## src/rtl/reg_write_arbiter.sv

```systemverilog
// reg_write_arbiter: serialises requester writes into a register bank, round-robin (fixed priority if REG_ARB_FIXED_PRIO_EN)
//   clk, rst (async active-low) | req, req_addr, req_data in | ack, err, ld_en, ld_data, busy out
module reg_write_arbiter #(
  parameter int WIDTH = 8,
  parameter int NREQ  = 4,
  parameter int DEPTH = 4,
  parameter int AW    = 2
) (
  input  logic                  clk,
  input  logic                  rst,
  input  logic [NREQ-1:0]       req,
  input  logic [NREQ*AW-1:0]    req_addr,
  input  logic [NREQ*WIDTH-1:0] req_data,
  output logic [NREQ-1:0]       ack,
  output logic                  err,
  output logic [DEPTH-1:0]      ld_en,
  output logic [WIDTH-1:0]      ld_data,
  output logic                  busy
);
  localparam int PW = $clog2(NREQ);
  localparam logic [1:0] IDLE = 2'd0, WRITE = 2'd1, ACK = 2'd2;
  logic [1:0] state;
  logic [PW-1:0] sel, win;
  logic [AW-1:0] sel_addr, addr_q;
  logic [DEPTH-1:0] dec;
`ifdef REG_ARB_FIXED_PRIO_EN
  always_comb begin
    sel = '0;
    for (int i = NREQ - 1; i >= 0; i--) sel = req[i] ? PW'(i) : sel;
  end
`else
  logic [PW-1:0] ptr;
  // descending scan so the smallest offset from ptr wins
  always_comb begin
    sel = '0;
    for (int i = NREQ - 1; i >= 0; i--) sel = req[(int'(ptr) + i) % NREQ] ? PW'((int'(ptr) + i) % NREQ) : sel;
  end
`endif
  assign sel_addr = req_addr[int'(sel)*AW +: AW];
  always_comb begin
    dec = '0;
    for (int d = 0; d < DEPTH; d++) dec[d] = sel_addr == AW'(d);
  end
  always_ff @(posedge clk or negedge rst) begin
    if (!rst) begin
      state   <= IDLE;
      win     <= '0;
      addr_q  <= '0;
      ack     <= '0;
      err     <= 1'b0;
      ld_en   <= '0;
      ld_data <= '0;
      busy    <= 1'b0;
`ifndef REG_ARB_FIXED_PRIO_EN
      ptr     <= '0;
`endif
    end else begin
      ack   <= '0;
      err   <= 1'b0;
      ld_en <= '0;
      case (state)
        IDLE: if (|req) begin
          state   <= WRITE;
          win     <= sel;
          addr_q  <= sel_addr;
          ld_en   <= dec;
          ld_data <= req_data[int'(sel)*WIDTH +: WIDTH];
          busy    <= 1'b1;
        end
        WRITE: begin
          state <= ACK;
          ack   <= NREQ'(1) << win;
          err   <= int'(addr_q) >= DEPTH;
`ifndef REG_ARB_FIXED_PRIO_EN
          ptr   <= int'(win) == NREQ - 1 ? '0 : win + 1'b1;
`endif
        end
        ACK: begin
          state <= IDLE;
          busy  <= 1'b0;
        end
        default: state <= IDLE;
      endcase
    end
  end
endmodule

```

## config.mk

```make
export PLATFORM = sky130hd
export DESIGN_NAME = reg_write_arbiter
export DESIGN_NICKNAME = d
export VERILOG_FILES = /design/src/rtl/reg_write_arbiter.sv
export SDC_FILE = /design/constraint.sdc
export NUM_CORES = 1
export LEC_CHECK = 0
export CAP_MARGIN = 20
export CORE_ASPECT_RATIO = 1.5
export CORE_MARGIN = 2
export CORE_UTILIZATION = 40
export CTS_CLUSTER_DIAMETER = 60
export CTS_CLUSTER_SIZE = 10
export DETAILED_ROUTE_END_ITERATION = 6
export PLACE_DENSITY = 0.79
export SYNTH_ARGS = -nofsm -noshare
export SYNTH_HDL_FRONTEND = slang
export SYNTH_SLANG_ARGS = --single-unit
```

## constraint.sdc

```tcl
create_clock -name clk -period 2.4 [get_ports clk]
set_clock_uncertainty 0.05 [all_clocks]
set_input_delay 0.72 -clock clk [delete_from_list [all_inputs] [get_ports clk]]
set_output_delay 0.72 -clock clk [all_outputs]
set_load 0.01 [all_outputs]
```

# After elaboration in Yosys (flattened, before gate mapping)
# Cells that the tools add are included.
word_totals:
  reg_bits: 23
  word_cells: 60
classes:
  add_sub_neg: 4
  n_lt_le_gt_ge: 4
  eq_ne: 7
  n_shift: 3
  mux: 23
  bitwise_logic: 3
  n_reduce_logical: 9
ops:
  columns: ["operator", "count"]
  rows:
  - ["$shiftx 32x6->8", 1]
  - ["$lt 3x4->1 const B", 3]
  - ["$mux 2", 6]
  - ["$mux 4", 3]
  - ["$bmux 1 s2", 4]
  - ["$mux 1", 8]
  - ["$shiftx 8x4->2", 1]
  - ["$eq 2x1->1 const B", 3]
  - ["$eq 2x2->1 const B", 3]
  - ["$reduce_or 2->1", 3]
  - ["$add 2x1->2 const B", 2]
  - ["$add 2x2->2 const B", 2]
  - ["$logic_not 2->1", 2]
  - ["$pmux 2 s2", 1]
  - ["$reduce_and 2->1", 2]
  - ["$reduce_or 4->1", 1]
  - ["$shl 1x2->4 const A", 1]
  - ["$and 1x1->1 const A", 3]
  - ["$lt 2x3->1 const B", 1]
  - ["$ne 2x2->1 const B", 1]
  - ["$pmux 1 s2", 1]
  - ["$reduce_bool 2->1", 1]

# Depth between registers and ports, before layout
logic_depth:
  word_depth: 14
  depth_mapped: 7

# Worst setup path before layout
# Ideal clock, no wire load.
synth_path:
  path_kind: "input -> register"
  start: "in req[3]"
  end: "reg ld_en[2]"
  arrival_ps: 1947
  t_required_ps: 2263
  slack_ps: 316
  path_stages: 5
  path_buffers: 0
  cell_sequence: "nand2b_1 -> a211oi_2 -> o21ai_4 -> or3_4 -> a211oi_2"
synth_via:
  elab_chain_len: 11
synth_lines:
  columns: ["element", "line_no", "text"]
  rows:
  - ["from (decl)", "11", "input logic [NREQ-1:0] req,"]
  - ["$bmux 1 s2", "36", "for (int i = NREQ - 1; i >= 0; i--) sel = req[(int'(ptr) + i) % NREQ] ? PW'((int'(ptr) + i) % NREQ) : sel;"]
  - ["$mux 1 (implied by the code) (2 in a row)", "36", null]
  - ["$mux 2 (4 in a row)", "36", null]
  - ["$shiftx 8x4->2", "39", "assign sel_addr = req_addr[int'(sel)*AW +: AW];"]
  - ["$eq 2x2->1", "42", "for (int d = 0; d < DEPTH; d++) dec[d] = sel_addr == AW'(d);"]
  - ["$mux 4 *", "62", "IDLE: if (|req) begin"]
  - ["$mux 4 *", "61", "case (state)"]
  - ["to (signal assigned)", "51", "ld_en <= '0;"]
  - ["to (signal assigned)", "60", "ld_en <= '0;"]
  - ["to (signal assigned)", "66", "ld_en <= dec;"]
  - ["to (decl)", "16", "output logic [DEPTH-1:0] ld_en,"]
# Every way passes the cells marked *; elsewhere a longest branch is shown, timed or not. The select of a mux whose other input is x is not followed.
# A chain may end at the register's enable or synchronous reset.

# Worst setup path after layout
layout_path:
  start: "in req[2]"
  end: "reg ld_data[2]"
layout_via:
  elab_chain_len: 8
layout_lines:
  columns: ["element", "line_no", "text"]
  rows:
  - ["$bmux 1 s2", "36", null]
  - ["$mux 1 (implied by the code) (2 in a row)", "36", null]
  - ["$mux 2 (4 in a row)", "36", null]
  - ["$shiftx 32x6->8", "67", "ld_data <= req_data[int'(sel)*WIDTH +: WIDTH];"]
  - ["to (signal assigned)", "67", null]
  - ["to (decl)", "17", "output logic [WIDTH-1:0] ld_data,"]
# Parallel ways exist; a longest one is shown, timed or not. The select of a mux whose other input is x is not followed.

==> metrics.md <==
| Metric | Value |
|---|---|
| Row count | `25` |
| Post-DR vias/cell | `5.33` |
| Clk buf depth | `2` |
| Initial DRC Count | `23` |
| Worst Hold Class | `register to register` |
| Layout Area Growth over Synthesis | `65.7%` |
| Setup_tns | `0 ns` |
| Status | `finished, final reports clean` |
| Worst setup SP type | `input port` |
| Endpoints failing setup | `0` |
| Residual DRC | `0` |
| Slowest-stage cell, CP | `clkdlybuf4s50_1` |
| Via count | `1322` |
| Synthesized area | `0.00134 mm²` |
| Power Total | `2.29 mW` |
| Hold Buf Count CTS | `0` |
| Buf+Inv Stages, Crit Path | `1` |
| Slew Limit Fails | `0` |
| YS warnings | `0` |
| Count of input and output buffers | `62` |
| Vias in the first global route | `1390` |
| Post-route cell area | `0.00221 mm²` |
| Max Cap Viol | `0` |
| Global route overflow | `0` |
| Pint | `1.42 mW` |
| Final worst slack | `0.0735 ns` |
| Largest net degree at the start of global routing | `24` |
| Post-CTS Setup Bufs | `0` |
| Initial antenna violation count | `0` |
| Die W | `51.2 µm` |
| # IOs | `64` |
| Power per cell area | `1030 mW/mm²` |
| Logic pwr share | `59.4%` |
| Clk_lat worst skew | `0.27 ns` |
| Num CTS Buffers | `3` |
| Cell family with most CP delay | `compound AO/OA/AOI/OAI gates` |
| Sequential area share after synthesis | `43.1%` |
| Slowest stage delay, CP | `0.53 ns` |
| Fraction of layout cells with a size suffix above 1 | `19.7%` |
| Post-layout min period | `2.33 ns` |
| Pre-CTS WS | `-0.239 ns` |
| Leak pwr | `0.972 nW` |
| Net Sw Frac | `38.1%` |
| First-pass GRT wire length | `5880 µm` |
| Core area | `0.00316 mm²` |
| Clock share of power | `10.8%` |
| Sinks on the clock net | `23` |
| Die height | `74.8 µm` |
| CTS tree | `done` |
| Post-synthesis cell count | `127` |
| Routed wire length | `3760 µm` |
| Root buffer cell | `clkbuf_8` |
| Synth Net Count | `177` |
| VDD IR max | `0.609 mV` |
| Starting Density | `42.3%` |
| Gr usage total | `20.6%` |
| Post-DP HPWL | `3080 µm` |
| Setup CP Type | `input port to register` |
| Placed Area | `0.00213 mm²` |
| Drt wl/cell | `15.2 µm` |
| Fin util | `70.1%` |
| GP Congestion | `0.870` |
| Die Area | `0.00383 mm²` |
| Fmax | `0.430 GHz` |
| Critical-path cell list | `clkdlybuf4s50_1, nand2b_1, a21o_1, nand2_2, mux2_2, a221o_1` |
| N_diodes | `0` |
| Final Cycle Share | `96.9%` |
| Net count reported at finish | `259` |
| # fillers | `246` |
| WP data arrival | `2.43 ns` |
| Count of cell types in the netlist | `39` |
| Crit-path max FO | `5` |
| Clk pin slew, worst setup/hold paths | `0.08 ns` |
| Seq pwr share | `29.9%` |
| P_sw | `0.870 mW` |
| Worst setup EP type | `register` |
| Drt pass-1 iters | `4` |
| Detail Route Antenna Nets | `0` |
| Avg Inst Size Synth | `10.5 µm²` |
| H-tree Lvls | `1` |
| Final hold violations | `0` |
| Seq cells post-synth | `23` |
| Worst path required time | `2.51 ns` |
## cells in the mapped netlist, drive strengths merged
cell | number | area, µm²
dfrtp | 23 | 576
o21bai | 1 | 7.51
mux2i | 6 | 60.1
nor3 | 1 | 16.3
nand2b | 3 | 18.8
o21ai | 8 | 51.3
ha | 4 | 50.1
and2 | 4 | 25.0
inv | 4 | 27.5
and3 | 8 | 50.1
a21o | 2 | 15.0
a31o | 1 | 8.76
a21oi | 3 | 15.0
nor2b | 1 | 6.26
a21boi | 1 | 7.51
nor3b | 1 | 7.51
a221o | 2 | 20.0
a2bb2oi | 2 | 17.5
nand3 | 6 | 30.0
clkbuf | 2 | 7.51
or3 | 1 | 11.3
conb | 1 | 3.75
buf | 4 | 28.8
nand2 | 4 | 17.5
nor2 | 9 | 36.3
a211o | 2 | 17.5
a211oi | 15 | 123
mux2 | 4 | 45.0
and3b | 2 | 17.5
a31oi | 1 | 12.5
or2 | 1 | 6.26
## logic make-up (layout without fill, tap and decap cells)
| family | count (synthesis) | in the layout | share of synthesized area [%] |
|---|---|---|---|
| AOI/OAI and AO/OA | 38 | 38 | 22.1 |
| adders and majority gates | 4 | 4 | 3.75 |
| buffers and inverters | 10 | 91 | 4.78 |
| DFF | 23 | 23 | 43.1 |
| muxes | 10 | 10 | 7.87 |
| other | 1 | 1 | 0.281 |
| and+or+nand+nor | 41 | 41 | 18.2 |
## area by class of cell
cell class              count  area, µm²  area share, %
clock buffers               3       41.3           1.86
clock inverters             1       7.51          0.339
inverters                   4       27.5           1.24
multi-input cells          94        728           32.9
flip-flops and latches     23        576           26.0
well taps                  40       50.0           2.26
repair buffers             83        785           35.4
## worst min-delay path, cell delays in order, from the launching register on
cell	delay, ns
dfrtp_1	0.36
o21ai_0	0.09
nand2_1	0.06
## layout by cell type, fill, tap and decap left out, types with 2 or more instances in the layout
cell and instances:
a221o_1 2, clkbuf_8 3, mux2_2 3, mux2i_1 6, inv_1 3, and2_1 4
a21oi_1 3, dfrtp_1 23, o21ai_0 5, a211oi_1 13, o21ai_1 2, nand2b_1 3
nand3_1 6, buf_4 20, a2bb2oi_1 2, nor2_1 8, clkdlybuf4s50_1 61, and3_1 8
ha_1 4, a21o_1 2, nand2_1 3, and3b_1 2
## layer usage
metal  routed length [µm]  vias up  part of all wire (%)  global-route usage, %
met5                    0        -                     0                      0
met4                   85        0                   2.3                   7.51
met3                  175        9                   4.7                   2.78
met2                 2180       56                    58                   42.0
met1                 1320      627                    35                   20.5
li1                     -      630                     -                      -
## registers in the layout, indices dropped and copies added (netlist names)
register	flops
busy	1
win	2
state	2
ptr	2
ld_data	8
ack	4
ld_en	4
## path summary, 6_finish.rpt
check,cells past startpoint,slack [ns],startpoint,to
min,2,0.49,busy$_DFFE_PN0P_,busy$_DFFE_PN0P_
min in group asynchronous,2,0.76,rst,ld_data[2]$_DFFE_PN0P_
max reg2reg,5,0.45,ptr[1]$_DFFE_PN0P_,ld_data[2]$_DFFE_PN0P_
max in group asynchronous,2,1.32,rst,busy$_DFFE_PN0P_
max,6,0.07,req[2],ld_data[2]$_DFFE_PN0P_
min reg2reg,2,0.49,busy$_DFFE_PN0P_,busy$_DFFE_PN0P_
## power by group through the flow
stage	Combinational (mW)	Sequential, mW	Clock (mW)
4_1_cts	1.32	0.676	0.245
2_1_floorplan	0.679	0.709	0
5_1_grt	1.48	0.703	0.271
3_3_place_gp	1.27	0.671	0
3_5_place_dp	1.31	0.683	0
6_report	1.36	0.683	0.246
## timing repair
item / CTS / global route
resized for setup: 0 / 10
endpoints found under the hold margin: 0 / 0
setup endpoints to repair: 0 / 12
## through the flow
step | cells | hold slack, ns
5_1_grt | 248 | 0.516
3_5_place_dp | 244 | 0.467
2_1_floorplan | 127 | 0.374
4_1_cts | 248 | 0.488
3_3_place_gp | 244 | 0.453
6_report | 248 | 0.487
(Power assumes the default switching activity.)
